[src/rtl/ex_mem_stage.sv]
// EX/MEM pipeline register with a data-memory sequencer for LDR/STR/LDB/STB/LDI/STI.
// Holds the upstream pipeline via stall_pipeline while an access is outstanding.
module ex_mem_stage #(
    parameter int WIDTH = 16,
    parameter int REGW  = 3
) (
    input  logic             clk,
    input  logic             reset_n,
    input  logic             valid_in,
    input  logic             flush,
    input  logic [WIDTH-1:0] alu_in,
    input  logic [WIDTH-1:0] store_data_in,
    input  logic [REGW-1:0]  dest_in,
    input  logic [WIDTH-1:0] pc_in,
    input  logic             mem_read_in,
    input  logic             mem_write_in,
    input  logic             indirect_in,
    input  logic             byte_in,
    input  logic             load_regfile_in,
    input  logic [WIDTH-1:0] dmem_rdata,
    input  logic             dmem_resp,
    output logic             dmem_read,
    output logic             dmem_write,
    output logic [WIDTH-1:0] dmem_address,
    output logic [WIDTH-1:0] dmem_wdata,
    output logic [1:0]       dmem_byte_enable,
    output logic             valid_out,
    output logic [WIDTH-1:0] alu_out,
    output logic [WIDTH-1:0] mem_data_out,
    output logic [REGW-1:0]  dest_out,
    output logic [WIDTH-1:0] pc_out,
    output logic             load_regfile_out,
    output logic             stall_pipeline
);

    typedef enum logic [1:0] {
        IDLE = 2'd0,
        IND  = 2'd1,
        ACC  = 2'd2
    } state_t;

    state_t           state;
    logic             valid_reg;
    logic [WIDTH-1:0] alu_reg;
    logic [WIDTH-1:0] store_data_reg;
    logic [REGW-1:0]  dest_reg;
    logic [WIDTH-1:0] pc_reg;
    logic             mem_read_reg;
    logic             mem_write_reg;
    logic             indirect_reg;
    logic             byte_reg;
    logic             load_regfile_reg;
    logic [WIDTH-1:0] mem_data_reg;
    logic [WIDTH-1:0] ind_addr;
    logic [WIDTH-1:0] acc_addr;
    logic [7:0]       rdata_byte;

    assign acc_addr   = indirect_reg ? ind_addr : alu_reg;
    assign rdata_byte = acc_addr[0] ? dmem_rdata[15:8] : dmem_rdata[7:0];

    // NOTE: sequential state uses non-blocking assignments so every register
    // samples pre-edge values, independent of statement order.
    always_ff @(posedge clk or negedge reset_n) begin
        if (!reset_n) begin
            state            <= IDLE;
            valid_reg        <= 1'b0;
            alu_reg          <= '0;
            store_data_reg   <= '0;
            dest_reg         <= '0;
            pc_reg           <= '0;
            mem_read_reg     <= 1'b0;
            mem_write_reg    <= 1'b0;
            indirect_reg     <= 1'b0;
            byte_reg         <= 1'b0;
            load_regfile_reg <= 1'b0;
            mem_data_reg     <= '0;
            ind_addr         <= '0;
        end else begin
            case (state)
                IDLE: begin
                    valid_reg        <= valid_in & ~flush;
                    alu_reg          <= alu_in;
                    store_data_reg   <= store_data_in;
                    dest_reg         <= dest_in;
                    pc_reg           <= pc_in;
                    mem_read_reg     <= mem_read_in;
                    mem_write_reg    <= mem_write_in;
                    indirect_reg     <= indirect_in;
                    byte_reg         <= byte_in;
                    load_regfile_reg <= load_regfile_in;
                    if (valid_in && !flush && (mem_read_in || mem_write_in))
                        state <= indirect_in ? IND : ACC;
                end
                IND: begin
                    if (dmem_resp) begin
                        ind_addr <= dmem_rdata;
                        state    <= ACC;
                    end
                end
                ACC: begin
                    if (dmem_resp) begin
                        mem_data_reg <= byte_reg ? {{(WIDTH-8){1'b0}}, rdata_byte} : dmem_rdata;
                        state        <= IDLE;
                    end
                end
                default: state <= IDLE;
            endcase
        end
    end

    // Requests derive only from registered state, so they stay stable until dmem_resp.
    always_comb begin
        dmem_read        = 1'b0;
        dmem_write       = 1'b0;
        dmem_address     = '0;
        dmem_wdata       = '0;
        dmem_byte_enable = 2'b00;
        case (state)
            IND: begin
                dmem_read    = 1'b1;
                dmem_address = {alu_reg[WIDTH-1:1], 1'b0};
            end
            ACC: begin
                dmem_read  = mem_read_reg;
                dmem_write = mem_write_reg;
                if (byte_reg) begin
                    dmem_address     = acc_addr;
                    dmem_byte_enable = acc_addr[0] ? 2'b10 : 2'b01;
                    dmem_wdata       = {store_data_reg[7:0], store_data_reg[7:0]};
                end else begin
                    dmem_address     = {acc_addr[WIDTH-1:1], 1'b0};
                    dmem_byte_enable = 2'b11;
                    dmem_wdata       = store_data_reg;
                end
            end
            default: ;
        endcase
    end

    assign stall_pipeline   = (state != IDLE);
    assign valid_out        = valid_reg & (state == IDLE);
    assign alu_out          = alu_reg;
    assign mem_data_out     = mem_data_reg;
    assign dest_out         = dest_reg;
    assign pc_out           = pc_reg;
    assign load_regfile_out = load_regfile_reg;

endmodule

[config.mk]
export PLATFORM = sky130hd
export DESIGN_NAME = ex_mem_stage
export DESIGN_NICKNAME = d
export VERILOG_FILES = /design/src/rtl/ex_mem_stage.sv
export SDC_FILE = /design/constraint.sdc
export NUM_CORES = 1
export LEC_CHECK = 0
export BUFFER_PORTS_ARGS = -buffer_cell sky130_fd_sc_hd__buf_2
export CORE_AREA = 2 2 78 136
export CTS_CLUSTER_DIAMETER = 150
export DETAILED_ROUTE_END_ITERATION = 10
export DIE_AREA = 0 0 80 138
export GPL_TIMING_DRIVEN = 1
export PLACE_DENSITY = 0.78
export SLEW_MARGIN = 20
export SYNTH_ARGS = -nofsm -noshare
export SYNTH_HDL_FRONTEND = slang
export SYNTH_SLANG_ARGS = --single-unit
[constraint.sdc]
create_clock -name clk -period 1.6 [get_ports clk]
set_input_delay 0.16 -clock clk [delete_from_list [all_inputs] [get_ports clk]]
set_output_delay 0.16 -clock clk [all_outputs]
set_load 0.005 [all_outputs]
==> Word-level counts from Yosys, hierarchy flattened <==
Cells that the tools add are included.
{ "totals": {"reg_bits": 91, "output_inout_bits": 90, "romBits": 0, "ramBits": 0, "latch_bits": 0, "in_bits": 77, "word_cells": 47, "n_memories": 0} }
{ "classes": {"order_cmp": 0, "add_sub_neg": 0, "multipliers": 0, "div_mod_pow": 0, "eq_ne": 5, "n_shift": 0, "bitwise_logic": 3, "mux": 17, "n_reduce_logical": 9} }
{ "ops": {"columns": ["operator", "count"], "rows": [
  ["two-way mux 16 bit", 4],
  ["one-hot mux 16 bit (2 select lines)", 1],
  ["two-way mux 2 bit", 7],
  ["two-way mux 8 bit", 1],
  ["inequality test 2 bit (second input constant)", 3],
  ["one-hot mux 2 bit (3 select lines)", 1],
  ["AND reduction 2 bit", 2],
  ["AND reduction 3 bit", 1],
  ["AND 1 bit", 2],
  ["== test 2 x 1 -> 1 bit (second input constant)", 1],
  ["== test 2 bit (second input constant)", 1],
  ["logical AND 1 bit", 2],
  ["zero test 2 bit", 1],
  ["two-way mux 1 bit", 2],
  ["one-hot mux 1 bit (2 select lines)", 1],
  ["nonzero test 2 bit", 1],
  ["zero test 1 bit", 1],
  ["logical OR 1 bit", 1],
  ["inverter 1 bit", 1]
]} }

==> Longest topological paths before layout <==
Gate-level depths: netlist (run 1).
{ "logic_depth": {"word_depth": 5, "ltp_mapped": 6} }

==> Worst setup path after synthesis (run 1) <==
No wires, ideal clock.
{ "synth_path": {"kind": "reg2reg", "start": "reg state[1]", "end": "reg ind_addr[10]", "setup_time_ns": 0.125, "arrival_time_ns": 1.426, "path_buffers": 2, "setup_slack_ns": 0.049, "stages_incl_launch_ff": 7, "required_ns": 1.475, "path_cell_list": "dfrtp_1 inv_1 ha_1 buf_6 nand2_2 buf_2 mux2_2"} }
{ "synth_via": {"elab_chain_cells": 2} }
{ "synth_rtl": {"columns": ["element", "line_no", "source"], "rows": [
  ["start: declaration", "42", "state_t state;"],
  ["start signal: assignment", "92", "state <= indirect_in ? IND : ACC;"],
  ["== test 2 x 1 -> 1 bit", "79", "case (state)"],
  ["AND reduction 2 bit (no source line)", null, null],
  ["end signal: assignment", "96", "ind_addr <= dmem_rdata;"],
  ["end: declaration", "54", "logic [WIDTH-1:0] ind_addr;"]
]} }
No other way between the ends.
A chain may end at the register's enable or synchronous reset.

==> Worst setup path after layout (run 1) <==
{ "layout_path": {"start": "reg indirect_reg", "end": "out dmem_address[10]"} }
{ "layout_via": {"elab_chain_cells": 2} }
{ "layout_rtl": {"columns": ["element", "line_no", "source"], "rows": [
  ["start: declaration", "50", "logic indirect_reg;"],
  ["start signal: assignment", "88", "indirect_reg <= indirect_in;"],
  ["two-way mux 16 bit", "58", "assign acc_addr = indirect_reg ? ind_addr : alu_reg;"],
  ["one-hot mux 16 bit (2 select lines)", "118", "case (state)"],
  ["end: declaration", "24", "output logic [WIDTH-1:0] dmem_address,"]
]} }
No other way between the ends.

==> results.toml, run 1 <==
[sta]
setup_viol = 39
rsz0062_at_grt = "true"
fin_hold_ws_ns = 0.0477
hold_violations = 0
drv_slew = 0
fin_crit_ns = 1.81
fin_ws_ns = -0.208
finClkSkew_ns = 0.00586
fmax_mhz = 553
finalCritPeriodShare = 1.13
tightestPinTransition_ns = 0.486
slew-limit-headroom = 0.676

[logic_synthesis]
synth-warning-count = 0
synthesis.area_um2 = 4290
synth_cell_types = 33
synth-edff-count = 0
synth_xor_area_frac = 0
synth_fa_ha_area_frac = 0.0117
synth_compound_area_frac = 0.0854
yosys.area_share.simple = 0.0852
synth_nets = 427
yosys.area.top_type_share = 0.531
synth.area.mux_share = 0.253
netlist_top_cells_area = "dfrtp_1 (53%), mux2_2 (23%), nor2b_1 (3.5%), a22oi_1 (2.4%), o21ai_0 (2.2%)"
netlist_instances = 346
netlist.top_cell.by_area = "dfrtp_1"
syn_avg_cell_area_um2 = 12.4
ys_seq_area_frac = 0.531
synth_seq_cells = 91
synth_flop_cell = "dfrtp_1"
async_flop_share = 1.00
synth_top_family_by_area = "multiplexers"

[setup_path]
worst_setup_path_start_kind = "flip-flop"
worstSetupPathType = "reg2out"
critPathRequiredTime_ns = 1.44
reg2reg_from = "indirect_reg"
crit_path_end_kind = "primary output"
critPathArrivalTime_ns = 1.65
startpoint = "indirect_reg"
cp_max_fo = 9

[cells_and_area]
layout-drive-gt1-share = 0.665
finalInstanceArea_um2 = 6340
multiInputGateArea_um2 = 2170
regArea_um2 = 2280
synthToLayoutAreaGrowth_pct = 47.9
final_cell_count_no_fill = 671
fin_nets = 619
final_cell_mix = "buf_2 (158), dfrtp_1 (89), mux2_2 (80)"
final_common_cell = "buf_2"
fin_util = 0.631
fill_cells = 787

[floorplanning]
core-area_um2 = 10100
die_area_um2 = 11000
pin_count = 167
rows = 49
die_w_um = 80
start_util = 0.427
die_h_um = 138

[global_routing]
antenna_found_initial = 1
grt_pass1_vias = 3805
track_usage = 0.219
grt_max_degree = 41
grt_pass1_wl_um = 18600
overflow = 0

[routing]
first_iter_violations = 153
viasPerCell = 5.28
antenna_left = 0
routed-via-count = 3540
drt_pre_antenna_iters = 6
drc_errors = 0
drt-total-wl_um = 12300
avgRoutedWirePerCell_um = 18.3

[cts]
cts_tree = "done"
cts_root_buf = "clkbuf_16"
clock_path_buffers = 2
cts_buffers = 9
cts.sinks = 91
clk_latency_ns = 0.34
cts_htree_levels = 3
clk_pin_slew_ns = 0.07

[placement]
portBuffers = 166
place_congestion = 0.814
placedCellCount = 632
place_area_um2 = 5350
hpwlAfterDp_um = 8440

[hold_path]
hp-class = "in2reg"
min-delay-start = "store_data_in[8]"

[pwr]
peakVddDrop_mv = 1.34
p_leak_nw = 2.99
power_density_nw_per_um2 = 2370

[run]
maxCapViolations = 0

[outcome]
outcome = "finished with violations"
violations = "setup timing"
cells in the mapped netlist (2+ instances only):
cell and instances:
and2_1 11, a31oi_1 8, a21boi_0 3, nand2_1 19
a211oi_1 2, nor2b_1 24, o21ai_0 19, mux2_2 86
clkbuf_1 9, a22oi_1 14, buf_6 2, inv_1 4
mux2i_1 8, a21oi_1 9, ha_1 4, nor2_1 8
buf_2 10, dfrtp_1 91
repair_timing:
item                       in CTS  in global routing
hold endpoints to repair       33                  0
setup endpoints to repair      44                 51
gates resized for setup        36                 59
cloned                          3                  2
pin swaps                       2                 12
hold buffers                    1                  0
buffers inserted               10                  8
layer usage:
metal	track usage	part of all wire
met1	0.236	0.36
met2	0.379	0.54
met3	0.0477	0.052
met4	0.131	0.047
met5	0	0
worst max-delay path, cell delays in order (launching register included):
cell and delay [ns]:
dfrtp_2 0.45, buf_12 0.16, buf_4 0.14, and2b_1 0.18, o21ai_1 0.07, a21boi_1 0.16, buf_2 0.16
final timing paths:
kind	end	slack (ns)	cells past startpoint
min in group asynchronous	store_data_reg[2]	0.32	2
max in group asynchronous	mem_data_out[12]	0.64	3
setup reg to reg	mem_data_out[3]	-0.06	6
hold reg to reg	mem_data_out[15]	0.47	2
setup / recovery	dmem_address[10]	-0.21	6
hold / removal	store_data_reg[8]	0.05	2
metrics by stage:
step	power (mW)	setup TNS [ns]	setup WS, ns
floorplan	8.03	0	0.0490
global placement	10.3	0	0.0687
detailed placement	10.6	-0.183	-0.0802
CTS	14.0	-5.01	-0.207
global route	16.0	-7.24	-0.265
finish	15.1	-4.46	-0.208
power breakdown:
group	internal, mW	switching [mW]	total [mW]	leakage, nW
registers	3.47	0.855	4.32	1.08
clock network	1.41	0.893	2.30	0.155
logic	4.93	3.50	8.43	1.75
total	9.81	5.25	15.1	2.99
final cells by class:
class                      instances  area share
tap                              127      0.0250
timing repair buffer             204       0.219
clock inverter                     6      0.0140
inverter                           4     0.00316
antenna                            1    0.000394
multi-input combinational        228       0.341
clock buffer                      10      0.0377
sequential                        91       0.359
logic make-up (layout without fill, tap and decap cells):
logic type,count (synthesis),in the layout
multiplexers,96,96
flip-flops,91,91
buffers and inverters,27,224
AO/OA/AOI/OAI,59,59
AND/OR/NAND/NOR,69,69
adder cells (fa/ha/maj),4,4
other,0,1
(Power assumes the default switching activity.)
==> run 2: changes to the inputs <==
--- a/config.mk
+++ b/config.mk
@@ -11,6 +11,7 @@
 export DETAILED_ROUTE_END_ITERATION = 10
 export DIE_AREA = 0 0 80 138
 export GPL_TIMING_DRIVEN = 1
+export MAX_ROUTING_LAYER = met4
 export PLACE_DENSITY = 0.78
 export SLEW_MARGIN = 20
 export SYNTH_ARGS = -nofsm -noshare
==> run 2 against run 1 <==
  * The run still ends with setup timing left
  * Global-route usage rose by 0.61 points
  * Routed wire length rose by 0.76%
  * Fmax is 0.93% higher
  * Via count increased by 0.71%
  * Clock skew about the same
  * Cell area stayed put
  * Critical endpoint unchanged
==> results.toml, run 2 (synthesis gave the netlist of run 1 again) <==
[cts]
cts_htree_levels = 3
cts_buffers = 9
clk_latency_ns = 0.34
clock_path_buffers = 2
cts_root_buf = "clkbuf_16"
cts_tree = "done"
cts.sinks = 91
clk_pin_slew_ns = 0.07

[sta]
drv_slew = 0
setup_viol = 40
rsz0062_at_grt = "true"
hold_violations = 0
slew-limit-headroom = 0.681
fin_crit_ns = 1.79
finalCritPeriodShare = 1.12
tightestPinTransition_ns = 0.479
finClkSkew_ns = 0.00589
fin_ws_ns = -0.191
fin_hold_ws_ns = 0.0477
fmax_mhz = 558

[floorplanning]
rows = 49
die_w_um = 80
die_area_um2 = 11000
pin_count = 167
die_h_um = 138
core-area_um2 = 10100
start_util = 0.427

[hold_path]
min-delay-start = "store_data_in[8]"
min_to = "store_data_reg[8]"
hp-class = "in2reg"
hold_depth = 2

[placement]
portBuffers = 166
place_congestion = 0.828
place_area_um2 = 5350
place_ws_ns = -0.0802
hpwlAfterDp_um = 8440

[pwr]
peakVddDrop_mv = 1.33
p_leak_nw = 2.99
power_density_nw_per_um2 = 2380

[routing]
first_iter_violations = 194
avgRoutedWirePerCell_um = 18.5
drt-total-wl_um = 12400
antenna_left = 0
drc_errors = 0
viasPerCell = 5.31
drt_pre_antenna_iters = 5
routed-via-count = 3565

[cells_and_area]
fin_nets = 619
layout-drive-gt1-share = 0.665
final_cell_mix = "buf_2 (158), dfrtp_1 (89), mux2_2 (80)"
fill_cells = 785
fin_util = 0.631
synthToLayoutAreaGrowth_pct = 47.9
finalInstanceArea_um2 = 6340
final_common_cell = "buf_2"

[global_routing]
track_usage = 0.225
antenna_found_initial = 1
grt_max_degree = 41
grt_pass1_wl_um = 18600
grt_pass1_vias = 3803
overflow = 0

[setup_path]
worst_setup_path_start_kind = "flip-flop"
cp_max_fo = 9
critPathArrivalTime_ns = 1.63
critPathRequiredTime_ns = 1.44
reg2regPathDepth = 6
worstSetupPathType = "reg2out"
r2r-end = "mem_data_out[3]"
crit_chain = "buf_12 -> buf_4 -> and2b_1 -> o21ai_1 -> a21boi_1 -> buf_2"
crit_path_end_kind = "primary output"
reg2reg_slack_ns = -0.07
reg2reg_from = "indirect_reg"
worst_path_max_delay_cell = "dfrtp_2"
cpPeakStageDelay_ns = 0.45

[outcome]
outcome = "finished with violations"
violations = "setup timing"

[run]
maxCapViolations = 0
-- run 2: where the power goes --
part	internal (mW)	switching [mW]
clock network	1.41	0.888
logic	4.94	3.52
registers	3.47	0.858
total	9.82	5.27
-- run 2: final cells by class --
class                   count  area (um^2)  share of cell area
clock inverters             6         88.8              0.0140
diodes                      1         2.50            0.000394
flip-flops and latches     91         2280               0.359
repair buffers            204         1390               0.219
clock buffers              10          239              0.0377
well taps                 127          159              0.0250
inverters                   4         20.0             0.00316
multi-input cells         228         2170               0.341
-- run 2: worst max path at each step --
stage                  from                to  slack, ns  cells after the start
6_report       indirect_reg  dmem_address[10]      -0.19                      6
5_1_grt        indirect_reg   dmem_address[7]      -0.27                      5
4_1_cts            state[1]   dmem_address[9]      -0.21                      6
3_5_place_dp       state[1]          state[1]      -0.08                      5
3_3_place_gp       state[1]          state[1]       0.07                      5
2_1_floorplan      state[1]      ind_addr[10]       0.05                      6
-- run 2: per-layer routing --
| layer | part of all wire | vias to the layer above | GRT usage |
|---|---|---|---|
| met3 | 0.045 | 44 | 0.0411 |
| li1 | - | 1606 | - |
| met4 | 0.049 | 0 | 0.131 |
| met1 | 0.36 | 1776 | 0.241 |
| met2 | 0.54 | 139 | 0.378 |
| met5 | 0 | - | - |
-- run 2: stage by stage --
stage	power, mW	cells	TNS, ns
after floorplan	8.03	346	0
after global placement	10.3	632	0
after detailed placement	10.6	632	-0.183
after CTS	14.0	662	-5.01
after global routing	16.0	671	-7.26
final	15.1	671	-4.57
-- run 2: critical path, delay by kind of cell (launching register included) --
| kind | cells | cell delay, ns |
|---|---|---|
| buf+inv | 3 | 0.46 |
| flops | 1 | 0.45 |
| compound gates | 2 | 0.21 |
| simple gates | 1 | 0.18 |
-- run 2: repair_timing --
item / in CTS / in global routing
gates cloned: 3 / 2
buffers inserted: 10 / 8
endpoints found under the hold margin: 33 / 0
setup endpoints to repair: 44 / 52
hold buffers: 1 / 0
gates resized for setup: 36 / 59
pin swaps: 2 / 13
